`src/rtl/max_scan_pkg.sv`:
```
// Shared constants for the max-scan controller: register map, CTRL/STATUS bit
// positions and the scan FSM state encoding.
package max_scan_pkg;
  localparam logic [1:0] ADDR_DATA = 2'd0;
  localparam logic [1:0] ADDR_CTRL = 2'd1;
  localparam logic [1:0] ADDR_MAX  = 2'd2;
  localparam logic [1:0] ADDR_IDX  = 2'd3;

  localparam int CTRL_START  = 0;
  localparam int CTRL_CLEAR  = 1;
  localparam int CTRL_IRQ_EN = 2;

  localparam int ST_BUSY   = 0;
  localparam int ST_DONE   = 1;
  localparam int ST_IRQ_EN = 2;
  localparam int ST_OVF    = 3;
  localparam int ST_WERR   = 4;
  localparam int ST_EMPTY  = 5;
  localparam int ST_W      = 6;

  typedef enum logic [1:0] {IDLE, LOAD, SCAN, DONE} scan_state_e;
endpackage

```
`src/rtl/max_scan_ctrl_if.sv`:
```
// Avalon-MM slave bus bundle for max_scan_ctrl (names match the SoC bus).
interface max_scan_ctrl_if;
  logic        iChipselect_n;
  logic        iWrite_n;
  logic        iRead_n;
  logic [1:0]  iAddress;
  logic [31:0] iData;
  logic [31:0] oData;
  logic        oIrq;

  modport master (output iChipselect_n, iWrite_n, iRead_n, iAddress, iData,
                  input  oData, oIrq);
  modport slave  (input  iChipselect_n, iWrite_n, iRead_n, iAddress, iData,
                  output oData, oIrq);
endinterface

```
`src/rtl/max_cmp_unit.sv`:
```
// Running max/index register: load seeds with element 0, step keeps the
// earlier index on ties (strict greater-than).
module max_cmp_unit #(
  parameter int DW         = 32,
  parameter int IW         = 4,
  parameter int SIGNED_CMP = 0
) (
  input  logic          iClk,
  input  logic          iReset_n,
  input  logic          i_clr,
  input  logic          i_load,
  input  logic          i_step,
  input  logic [DW-1:0] i_val,
  input  logic [IW-1:0] i_idx,
  output logic [DW-1:0] o_max,
  output logic [IW-1:0] o_idx
);
  logic [DW-1:0] r_max;
  logic [IW-1:0] r_idx;
  logic          w_gt;

  assign w_gt = (SIGNED_CMP != 0) ? ($signed(i_val) > $signed(r_max)) : (i_val > r_max);

  always_ff @(posedge iClk or negedge iReset_n) begin
    if (!iReset_n) begin
      r_max <= '0;
      r_idx <= '0;
    end else if (i_clr) begin
      r_max <= '0;
      r_idx <= '0;
    end else if (i_load) begin
      r_max <= i_val;
      r_idx <= '0;
    end else if (i_step && w_gt) begin
      r_max <= i_val;
      r_idx <= i_idx;
    end
  end

  assign o_max = r_max;
  assign o_idx = r_idx;
endmodule

```
`src/rtl/max_scan_ctrl.sv`:
```
// CPU-loaded buffer with a sequential one-element-per-cycle max search,
// reporting value/index through a small Avalon-MM register map.
module max_scan_ctrl
  import max_scan_pkg::*;
#(
  parameter int DW         = 32,
  parameter int DEPTH      = 16,
  parameter int SIGNED_CMP = 0
) (
  input  logic           iClk,
  input  logic           iReset_n,
  max_scan_ctrl_if.slave bus
);
  localparam int PW = (DEPTH > 1) ? $clog2(DEPTH) : 1;
  localparam int CW = PW + 1;

  logic w_wr, w_rd, w_push, w_ctrl_wr, w_start, w_clear;
  logic w_busy, w_load, w_step, w_finish, w_empty_start, w_push_ok, w_last;

  scan_state_e r_state, w_state_nxt;
  logic [DW-1:0] r_buf [DEPTH];
  logic [CW-1:0] r_count;
  logic [PW-1:0] r_ptr;
  logic          r_done, r_ovf, r_werr, r_empty, r_irq_en, r_irq;
  logic [31:0]   r_rdata;
  logic [DW-1:0] w_max, w_val;
  logic [PW-1:0] w_idx;
  logic [ST_W-1:0] w_status;

  assign w_wr      = ~bus.iChipselect_n & ~bus.iWrite_n;
  assign w_rd      = ~bus.iChipselect_n & ~bus.iRead_n;
  assign w_push    = w_wr && (bus.iAddress == ADDR_DATA);
  assign w_ctrl_wr = w_wr && (bus.iAddress == ADDR_CTRL);
  assign w_clear   = w_ctrl_wr & bus.iData[CTRL_CLEAR];
  assign w_start   = w_ctrl_wr & bus.iData[CTRL_START] & ~bus.iData[CTRL_CLEAR];
  assign w_last    = ({1'b0, r_ptr} == (r_count - CW'(1)));

  always_ff @(posedge iClk or negedge iReset_n) begin
    if (!iReset_n) r_state <= IDLE;
    else           r_state <= w_state_nxt;
  end

  // DONE behaves like IDLE for a fresh START so a back-to-back command is not lost.
  always_comb begin
    w_state_nxt = r_state;
    if (w_clear) w_state_nxt = IDLE;
    else begin
      case (r_state)
        IDLE, DONE: w_state_nxt = (w_start && r_count != '0) ? LOAD : IDLE;
        LOAD:       w_state_nxt = (r_count == CW'(1)) ? DONE : SCAN;
        SCAN:       w_state_nxt = w_last ? DONE : SCAN;
        default:    w_state_nxt = IDLE;
      endcase
    end
  end

  always_comb begin
    w_busy        = (r_state == LOAD) || (r_state == SCAN);
    w_load        = (r_state == LOAD) && !w_clear;
    w_step        = (r_state == SCAN) && !w_clear;
    w_finish      = (w_state_nxt == DONE);
    w_empty_start = w_start && !w_busy && (r_count == '0);
    w_push_ok     = w_push && !w_busy && (r_count != CW'(DEPTH));
  end

  always_ff @(posedge iClk or negedge iReset_n) begin
    if (!iReset_n)   r_ptr <= '0;
    else if (w_load) r_ptr <= PW'(1);
    else if (w_step && !w_last) r_ptr <= r_ptr + PW'(1);
  end

  always_ff @(posedge iClk) begin
    if (w_push_ok) r_buf[r_count[PW-1:0]] <= bus.iData[DW-1:0];
  end

  always_ff @(posedge iClk or negedge iReset_n) begin
    if (!iReset_n) begin
      r_count  <= '0;
      r_done   <= 1'b0;
      r_ovf    <= 1'b0;
      r_werr   <= 1'b0;
      r_empty  <= 1'b0;
      r_irq_en <= 1'b0;
      r_irq    <= 1'b0;
    end else begin
      r_irq <= r_done & r_irq_en;
      if (w_ctrl_wr) r_irq_en <= bus.iData[CTRL_IRQ_EN];
      if (w_clear) begin
        r_count <= '0;
        r_done  <= 1'b0;
        r_ovf   <= 1'b0;
        r_werr  <= 1'b0;
        r_empty <= 1'b0;
      end else begin
        // A busy push is a write error even when the buffer is also full.
        if (w_push) begin
          if (w_busy)                        r_werr  <= 1'b1;
          else if (r_count == CW'(DEPTH))    r_ovf   <= 1'b1;
          else                               r_count <= r_count + CW'(1);
        end
        if (w_start && !w_busy) begin
          r_done  <= w_empty_start;
          r_empty <= w_empty_start;
        end
        if (w_finish) r_done <= 1'b1;
      end
    end
  end

  assign w_val = w_load ? r_buf[0] : r_buf[r_ptr];

  max_cmp_unit #(.DW(DW), .IW(PW), .SIGNED_CMP(SIGNED_CMP)) u_cmp (
    .iClk     (iClk),
    .iReset_n (iReset_n),
    .i_clr    (w_empty_start),
    .i_load   (w_load),
    .i_step   (w_step),
    .i_val    (w_val),
    .i_idx    (r_ptr),
    .o_max    (w_max),
    .o_idx    (w_idx)
  );

  always_comb begin
    w_status            = '0;
    w_status[ST_BUSY]   = w_busy;
    w_status[ST_DONE]   = r_done;
    w_status[ST_IRQ_EN] = r_irq_en;
    w_status[ST_OVF]    = r_ovf;
    w_status[ST_WERR]   = r_werr;
    w_status[ST_EMPTY]  = r_empty;
  end

  always_ff @(posedge iClk or negedge iReset_n) begin
    if (!iReset_n) r_rdata <= '0;
    else if (w_rd) begin
      case (bus.iAddress)
        ADDR_DATA: r_rdata <= 32'(r_count);
        ADDR_CTRL: r_rdata <= 32'(w_status);
        ADDR_MAX:  r_rdata <= 32'(w_max);
        default:   r_rdata <= {16'd0, 16'(w_idx)};
      endcase
    end
  end

  assign bus.oData = r_rdata;
  assign bus.oIrq  = r_irq;
endmodule

```
`src/flat_wrapper.sv`:
```
// flat-port wrapper written by rule: the top's interface ports become plain ports
module max_scan_ctrl_flat import max_scan_pkg::*;
#(
  parameter int DW         = 32,
  parameter int DEPTH      = 16,
  parameter int SIGNED_CMP = 0
)
  (iClk, iReset_n, bus_iChipselect_n, bus_iWrite_n, bus_iRead_n, bus_iAddress, bus_iData, bus_oData, bus_oIrq);
  max_scan_ctrl_if bus_i ();
  input  logic iClk;
  input  logic iReset_n;
  input wire logic [$bits(bus_i.iChipselect_n)-1:0] bus_iChipselect_n;
  input wire logic [$bits(bus_i.iWrite_n)-1:0] bus_iWrite_n;
  input wire logic [$bits(bus_i.iRead_n)-1:0] bus_iRead_n;
  input wire logic [$bits(bus_i.iAddress)-1:0] bus_iAddress;
  input wire logic [$bits(bus_i.iData)-1:0] bus_iData;
  output wire logic [$bits(bus_i.oData)-1:0] bus_oData;
  output wire logic [$bits(bus_i.oIrq)-1:0] bus_oIrq;
  assign bus_i.iChipselect_n = bus_iChipselect_n;
  assign bus_i.iWrite_n = bus_iWrite_n;
  assign bus_i.iRead_n = bus_iRead_n;
  assign bus_i.iAddress = bus_iAddress;
  assign bus_i.iData = bus_iData;
  assign bus_oData = bus_i.oData;
  assign bus_oIrq = bus_i.oIrq;
  max_scan_ctrl #(.DW(DW), .DEPTH(DEPTH), .SIGNED_CMP(SIGNED_CMP)) u_core (.iClk(iClk), .iReset_n(iReset_n), .bus(bus_i));
endmodule
```
`config.mk`:
```
export PLATFORM = sky130hd
export DESIGN_NAME = max_scan_ctrl_flat
export DESIGN_NICKNAME = d
export VERILOG_FILES = /design/src/rtl/max_scan_pkg.sv /design/src/rtl/max_scan_ctrl_if.sv /design/src/rtl/max_cmp_unit.sv /design/src/rtl/max_scan_ctrl.sv /design/src/flat_wrapper.sv
export SDC_FILE = /design/constraint.sdc
export NUM_CORES = 1
export LEC_CHECK = 0
export CORE_UTILIZATION = 45
export CTS_BUF_LIST = sky130_fd_sc_hd__clkbuf_8
export CTS_CLUSTER_DIAMETER = 60
export DETAILED_ROUTE_END_ITERATION = 6
export SLEW_MARGIN = 20
export SYNTH_ARGS = -nofsm -noshare
export SYNTH_HDL_FRONTEND = slang
export SYNTH_HIERARCHICAL = 1
export SYNTH_SLANG_ARGS = --single-unit
```
`constraint.sdc`:
```
create_clock -name iClk -period 3.97 [get_ports iClk]
set_input_delay 0.5955 -clock iClk [delete_from_list [all_inputs] [get_ports iClk]]
set_output_delay 0.5955 -clock iClk [all_outputs]
set_load 0.01 [all_outputs]
```
==> results.yml, run 1 <==
detailed_routing:
  drt_wl_total_um: 60100
  routed_via_density: 5.72
  met3_wirelength_um: 3530
  wl_per_cell_um: 25.3
  dr.max_layer_used: "met5"
  met2_length_um: 28400
  firstDrtPassIters: 6
  ant_nets: 0
  drt-initial-drc-count: 1228
  vias: 13600
  drt-met1-wl_um: 26700
  drc_errors: 0
final_layout:
  final_cells: 2373
  fill_cells: 4087
  fin_util_pct: 56.0
  finalInstanceArea_sq_mm: 0.0302
  drive_gt1_share_pct: 34.7
  nets: 1672
  synthToLayoutAreaGrowth_pct: 22.6
clock_tree:
  clk_path_buf_depth: 3
  cts_tree: "done"
  path_clk_slew_ns: 0.06
  clock-sinks: 597
  numCtsBuffers: 99
  cts-hold-fix-buffers: 0
  cts-root-buf: "clkbuf_8"
  clock_latency_ns: 0.70
  htreeDepth: 3
setup_path:
  critPathRequiredTime_ns: 4.57
  crit_path_max_fanout: 8
  crit_type: "reg2reg"
  worstPathArrival_ns: 4.58
  crit_path_start_kind: "flip-flop"
  end_kind: "flip-flop"
yosys:
  synth_edf_count: 512
  yosysTopAreaCellShare_pct: 62.5
  synth.cell_area_sq_mm: 0.0246
  synth_seq_cells: 597
  async_flop_share_pct: 14.2
  synth_nets: 1409
  synth.area.top_cells: "edfxtp_1, mux4_2, dfrtp_1"
  yosysTopAreaCell: "edfxtp_1"
  synth_flop_cell: "edfxtp_1"
  synth_seq_area_share_pct: 71.1
  syn_avg_cell_area_sq_um: 18.5
  synth.distinct_cells: 58
  ys_warn_count: 6
  synthCells: 1331
power_and_ir_drop:
  power_frac_comb_pct: 39.5
  peakVddDrop_v: 0.000281
  p_leak_nw: 10.7
  p_switching_mw: 6.63
  power_frac_seq_pct: 36.7
  clkPwrFrac_pct: 23.8
  switching_share_pct: 32.2
  internal_power_mw: 14.0
  power_density_mw_per_mm2: 683
timing:
  max_freq_mhz: 252
  relSlewSlack_pct: 41.8
  finalCriticalPeriod_ns: 3.97
  worst_pin_slew_ns: 0.873
  fin_crit_sh_pct: 100
  hold_viol: 0
  finalSetupViolCount: 1
  worst_slack_ns: -0.00395
  worst_clock_skew_ns: 0.0259
  rsz0062_at_grt: "true"
  hold_ws_ns: 0.0137
  report.final.slew_viol_count: 0
die:
  die_w_um: 236
  die_y_um: 236
  initial_core_util_pct: 45.6
  dieArea_sq_mm: 0.0556
  rows: 85
  coreArea_sq_mm: 0.0539
  io_pins: 72
global_routing:
  antenna_found_initial: 2
  grt_max_degree: 67
  grt_overflow_total: 0
  track_usage_pct: 21.6
  grt_pass1_wl_um: 88100
  grt_pass1_vias: 13800
place:
  hpwl_um: 35600
  routabilityCongestion: 0.866
  port_buffers: 71
  place_area_sq_mm: 0.0272
  dp.cells: 2142
hold_path:
  hold_path_class: "in2async"
status:
  violations: "negative setup slack"
  outcome: "finished with violations"
flow_run:
  cap_violations: 0
[routing by layer]
| metal | up-vias | global-route usage [%] |
|---|---|---|
| met5 | - | 0 |
| met4 | 2 | 7.35 |
| met3 | 95 | 4.00 |
| met2 | 435 | 33.5 |
| met1 | 7128 | 31.0 |
| li1 | 5915 | - |
[through the flow]
step | setup TNS [ns] | worst slack [ns] | power (mW)
global placement | -24.93 | -0.770 | 14.4
global route | -2.95 | -0.136 | 21.7
detailed placement | -26.75 | -0.837 | 14.5
floorplan | -34.93 | -0.273 | 11.8
CTS | -0.193 | -0.0246 | 19.7
finish | -0.00395 | -0.00395 | 20.6
[registers in the layout, indices dropped and copies added, names as in the netlist]
register	cells
u_core/r_ptr	4
u_core/r_irq_en	1
u_core/r_count	5
u_core/r_buf	512
u_core/u_cmp/o_max	32
u_core/r_werr	1
u_core/bus.oData	32
u_core/r_done	1
u_core/r_empty	1
u_core/u_cmp/o_idx	4
u_core/r_ovf	1
u_core/bus.oIrq	1
u_core/r_state	2
[cell usage after synthesis (25+ instances only)]
cell and count:
mux4_2 131, a22o_1 26, mux2i_1 45, a31oi_1 25, nand3_1 27, nand2_1 26
a21oi_1 38, ha_1 39, dfrtp_1 85, buf_2 28, edfxtp_1 512, o22ai_1 33
clkbuf_1 44, mux2_2 36, nand2b_1 30, inv_1 43, nor2_1 28
[path summary, 6_finish.rpt]
kind,slack [ns],to,from,cells after the start
worst max-delay path,-0.004,u_core/u_cmp/o_max[13],u_core/r_ptr[0],19
worst min-delay path,0.01,u_core/bus.oData[25],iReset_n,1
worst max register to register,-0.004,u_core/u_cmp/o_max[13],u_core/r_ptr[0],19
worst min register to register,0.48,u_core/bus.oData[4],u_core/bus.oData[4],2
max in group asynchronous,3.10,u_core/u_cmp/o_max[15],iReset_n,2
min in group iClk,0.34,u_core/r_irq_en,bus_iWrite_n,5
[area by class of cell]
class	instances	area, sq um	area share, %
clock buffer	100	1380	4.56
inverter	44	165	0.547
clock inverter	83	418	1.38
tap	696	871	2.89
sequential	597	17500	58.0
multi-input combinational	609	7130	23.6
antenna	1	2.50	0.00829
timing repair buffer	243	2700	8.95
[cells by family after synthesis]
| kind of cell | synth area share, % |
|---|---|
| adder cells (fa/ha/maj) | 1.98 |
| buffers and inverters | 2.17 |
| AND/OR/NAND/NOR | 3.75 |
| AO/OA/AOI/OAI | 5.25 |
| flip-flops | 71.1 |
| multiplexers | 15.5 |
| XOR/XNOR | 0.285 |
[repair_timing]
action,in CTS,in global routing
gates cloned,2,8
gates resized for setup,17,101
pin swaps,5,36
endpoints found under the hold margin,0,0
buffers inserted,8,30
setup endpoints to repair,34,36
[critical path, cell delays in order, from the launching register on]
cell and delay (ns):
dfrtp_4 0.50, buf_12 0.16, buf_12 0.15, buf_4 0.13, mux4_2 0.41, mux2_4 0.28
o22ai_2 0.11, a31oi_1 0.06, buf_4 0.19, ha_4 0.28, nand2_4 0.06, nor4_2 0.28
buf_4 0.18, nand3_2 0.07, a31oi_1 0.15, o211ai_1 0.18, buf_6 0.20, clkbuf_16 0.15
a21bo_2 0.21, a21oi_2 0.13
[layout by cell type (no fill, tap or decap), types with 5 or more instances in the layout]
master / netlist / routed
buf_6: 3 / 13
buf_12: 0 / 32
clkinv_2: 0 / 10
xnor2_1: 6 / 6
a21oi_1: 38 / 30
mux2_2: 36 / 30
mux4_2: 131 / 131
nor2_1: 28 / 16
nor2_4: 0 / 7
and2_2: 0 / 7
inv_6: 0 / 5
clkbuf_16: 0 / 8
a31oi_2: 0 / 7
nor2b_1: 11 / 10
a21bo_2: 17 / 17
edfxtp_1: 512 / 512
mux2i_1: 45 / 41
nor2_2: 1 / 6
ha_1: 39 / 30
nand2_1: 26 / 22
inv_1: 43 / 77
nand2b_1: 30 / 29
o22ai_2: 0 / 18
ha_4: 0 / 9
a31oi_1: 25 / 18
dfrtp_1: 85 / 82
buf_4: 2 / 113
a22o_1: 26 / 26
a21oi_2: 0 / 8
mux2_4: 0 / 6
nor3_2: 0 / 5
clkdlybuf4s50_1: 0 / 66
clkbuf_8: 0 / 100
o21ai_0: 16 / 13
a211oi_2: 7 / 6
nand3_1: 27 / 24
nor3_1: 15 / 10
clkinv_1: 0 / 30
o22ai_1: 33 / 14
[power by group through the flow]
stage / Clock [mW] / Sequential (mW) / Combinational, mW
after floorplan: 0 / 7.45 / 4.36
after global placement: 0 / 7.68 / 6.69
after detailed placement: 0 / 7.69 / 6.76
after CTS: 5.06 / 7.54 / 7.09
after global routing: 5.34 / 7.59 / 8.77
final: 4.92 / 7.56 / 8.14
No activity file was read; power rests on OpenSTA's default activity.
==> run 2: changes to the inputs <==
--- a/config.mk
+++ b/config.mk
@@ -7,2 +7,3 @@
 export LEC_CHECK = 0
+export ABC_CLOCK_PERIOD_IN_PS = 3970
 export CORE_UTILIZATION = 45
@@ -11,2 +12,3 @@
 export DETAILED_ROUTE_END_ITERATION = 6
+export DONT_BUFFER_PORTS = 1
 export SLEW_MARGIN = 20
--- a/constraint.sdc
+++ b/constraint.sdc
@@ -3,2 +3,2 @@
 set_output_delay 0.5955 -clock iClk [all_outputs]
-set_load 0.01 [all_outputs]
+set_load 0.05 [all_outputs]
==> run 2 against run 1 <==
  * The run now ends clean
  * Routed wire length is 2.0% lower
  * Utilization fell by 1.1 points
  * Sequential power increased by 2%
  * Maximum frequency grew 0.32%
  * Worst hold slack better by 0.091 ns
  * Clock skew rose by 0.00085 ns
  * Clock-buffer cell count unchanged
  * First-iteration DRC count shrank 4.8%
==> results.yml, run 2 (synthesized netlist as in run 1, its figures left out) <==
hold_path:
  hold_path_class: "in2reg"
  min_to: "u_core/r_irq_en"
  holdCritStartpoint: "bus_iWrite_n"
  hold_depth: 3
place:
  routabilityCongestion: 0.865
  place_area_sq_mm: 0.0264
  post-place-ws_ns: -0.463
  dp.cells: 2060
  port_buffers: 0
  hpwl_um: 34800
setup_path:
  end_kind: "flip-flop"
  r2r_cells: 18
  worstReg2RegEnd: "u_core/u_cmp/o_idx[0]"
  crit_path_max_fanout: 8
  worstPathArrival_ns: 4.50
  crit_path_start_kind: "flip-flop"
  r2r_slack_ns: 0.009
  reg2reg_from: "u_core/r_ptr[0]"
  crit_type: "reg2reg"
  critPathRequiredTime_ns: 4.51
final_layout:
  synthToLayoutAreaGrowth_pct: 20.2
  final_cells: 2313
  nets: 1611
  largest_reg_flops: 512
  fin_util_pct: 54.9
  mostFrequentLayoutCells: "edfxtp_1, mux4_2, buf_4, clkbuf_8, dfrtp_1"
  finalInstanceArea_sq_mm: 0.0296
  drive_gt1_share_pct: 35.2
  final_common_cell: "edfxtp_1"
timing:
  rsz0062_at_grt: "true"
  worst_pin_slew_ns: 0.976
  fin_crit_sh_pct: 99.8
  hold_ws_ns: 0.105
  fin_setup_tns_ns: 0
  hold_viol: 0
  finalSetupViolCount: 0
  max_freq_mhz: 252
  finalCriticalPeriod_ns: 3.96
  relSlewSlack_pct: 34.6
  worst_slack_ns: 0.00880
  worst_clock_skew_ns: 0.0267
  report.final.slew_viol_count: 0
status:
  outcome: "complete, no violations"
global_routing:
  antenna_found_initial: 6
  grt_pass1_wl_um: 86900
  grt_pass1_vias: 13600
  grt_overflow_total: 0
  grt_max_degree: 86
  track_usage_pct: 21.3
die:
  io_pins: 72
  rows: 85
  die_w_um: 236
  dieArea_sq_mm: 0.0556
  coreArea_sq_mm: 0.0539
  die_y_um: 236
  initial_core_util_pct: 45.6
detailed_routing:
  drc_errors: 0
  drt-initial-drc-count: 1169
  firstDrtPassIters: 5
  vias: 13300
  ant_nets: 0
  drt_wl_total_um: 58900
  wl_per_cell_um: 25.4
  routed_via_density: 5.73
power_and_ir_drop:
  p_total_mw: 20.6
  peakVddDrop_v: 0.000360
  p_leak_nw: 10.4
  power_density_mw_per_mm2: 695
clock_tree:
  numCtsBuffers: 96
  clock_latency_ns: 0.69
  cts-root-buf: "clkbuf_8"
  clk_path_buf_depth: 3
  path_clk_slew_ns: 0.06
  cts_tree: "done"
  clock-sinks: 597
  htreeDepth: 3
flow_run:
  cap_violations: 0
[run 2: cell count changes in the layout (fill, tap and decap cells not counted), sizes merged, moves of 2 or more]
cell	previous run	this run
clkinvlp	1	3
clkinv	41	38
diode	1	4
buf	165	147
clkbuf	108	104
dlygate4sd3	0	34
dlymetal6s2s	4	0
clkdlybuf4s50	66	0
inv	83	80
[run 2: power by group]
group,switching [mW],internal (mW)
Sequential,0.595,7.14
Clock,2.41,2.42
Combinational,3.75,4.24
Total,6.75,13.8
[run 2: how the worst max path moves through the flow]
stage	startpoint	end	slack, ns
floorplan	bus_iAddress[1]	u_core/r_buf[7][0]	-0.27
global placement	bus_iAddress[1]	u_core/u_cmp/o_max[10]	-0.33
detailed placement	bus_iAddress[1]	u_core/u_cmp/o_max[9]	-0.46
CTS	u_core/r_ptr[0]	u_core/u_cmp/o_max[9]	0.009
global route	u_core/r_ptr[0]	u_core/u_cmp/o_max[14]	-0.10
finish	u_core/r_ptr[0]	u_core/u_cmp/o_idx[0]	0.009
[run 2: routing by layer]
| metal | global-route usage [%] | share of wire [%] | up-vias |
|---|---|---|---|
| met4 | 7.72 | 2.3 | 4 |
| met2 | 32.5 | 47 | 446 |
| met5 | 0 | 0.044 | - |
| met3 | 4.06 | 6.1 | 79 |
| met1 | 30.6 | 45 | 6934 |
| li1 | - | - | 5791 |
[run 2: layout make-up]
class,instances,area (sq um)
fill,4175,24300
sequential,597,17500
multi-input combinational,609,7200
inverter,44,165
timing repair buffer,185,2080
clock buffer,100,1380
tap,696,871
antenna,4,10.0
clock inverter,78,382
[run 2: critical path, cell delays in order, from the launching register on]
cell and delay [ns]:
dfrtp_4 0.50, buf_12 0.15, buf_12 0.13, buf_12 0.14
mux4_2 0.42, mux2_4 0.29, o22ai_2 0.09, a31oi_1 0.07
buf_4 0.21, ha_4 0.22, and3_4 0.15, a221o_1 0.38
nand2_1 0.09, nand3_2 0.12, o211ai_1 0.26, buf_6 0.22
buf_12 0.14, mux2i_1 0.18, nor3_1 0.07
[run 2: timing repair]
item | in CTS | in global routing
cloned | 1 | 5
endpoints found under the hold margin | 600 | 0
hold buffers | 35 | 0
buffers inserted | 13 | 20
pin swaps | 8 | 60
endpoints found under the setup margin | 36 | 36
resized for setup | 21 | 96
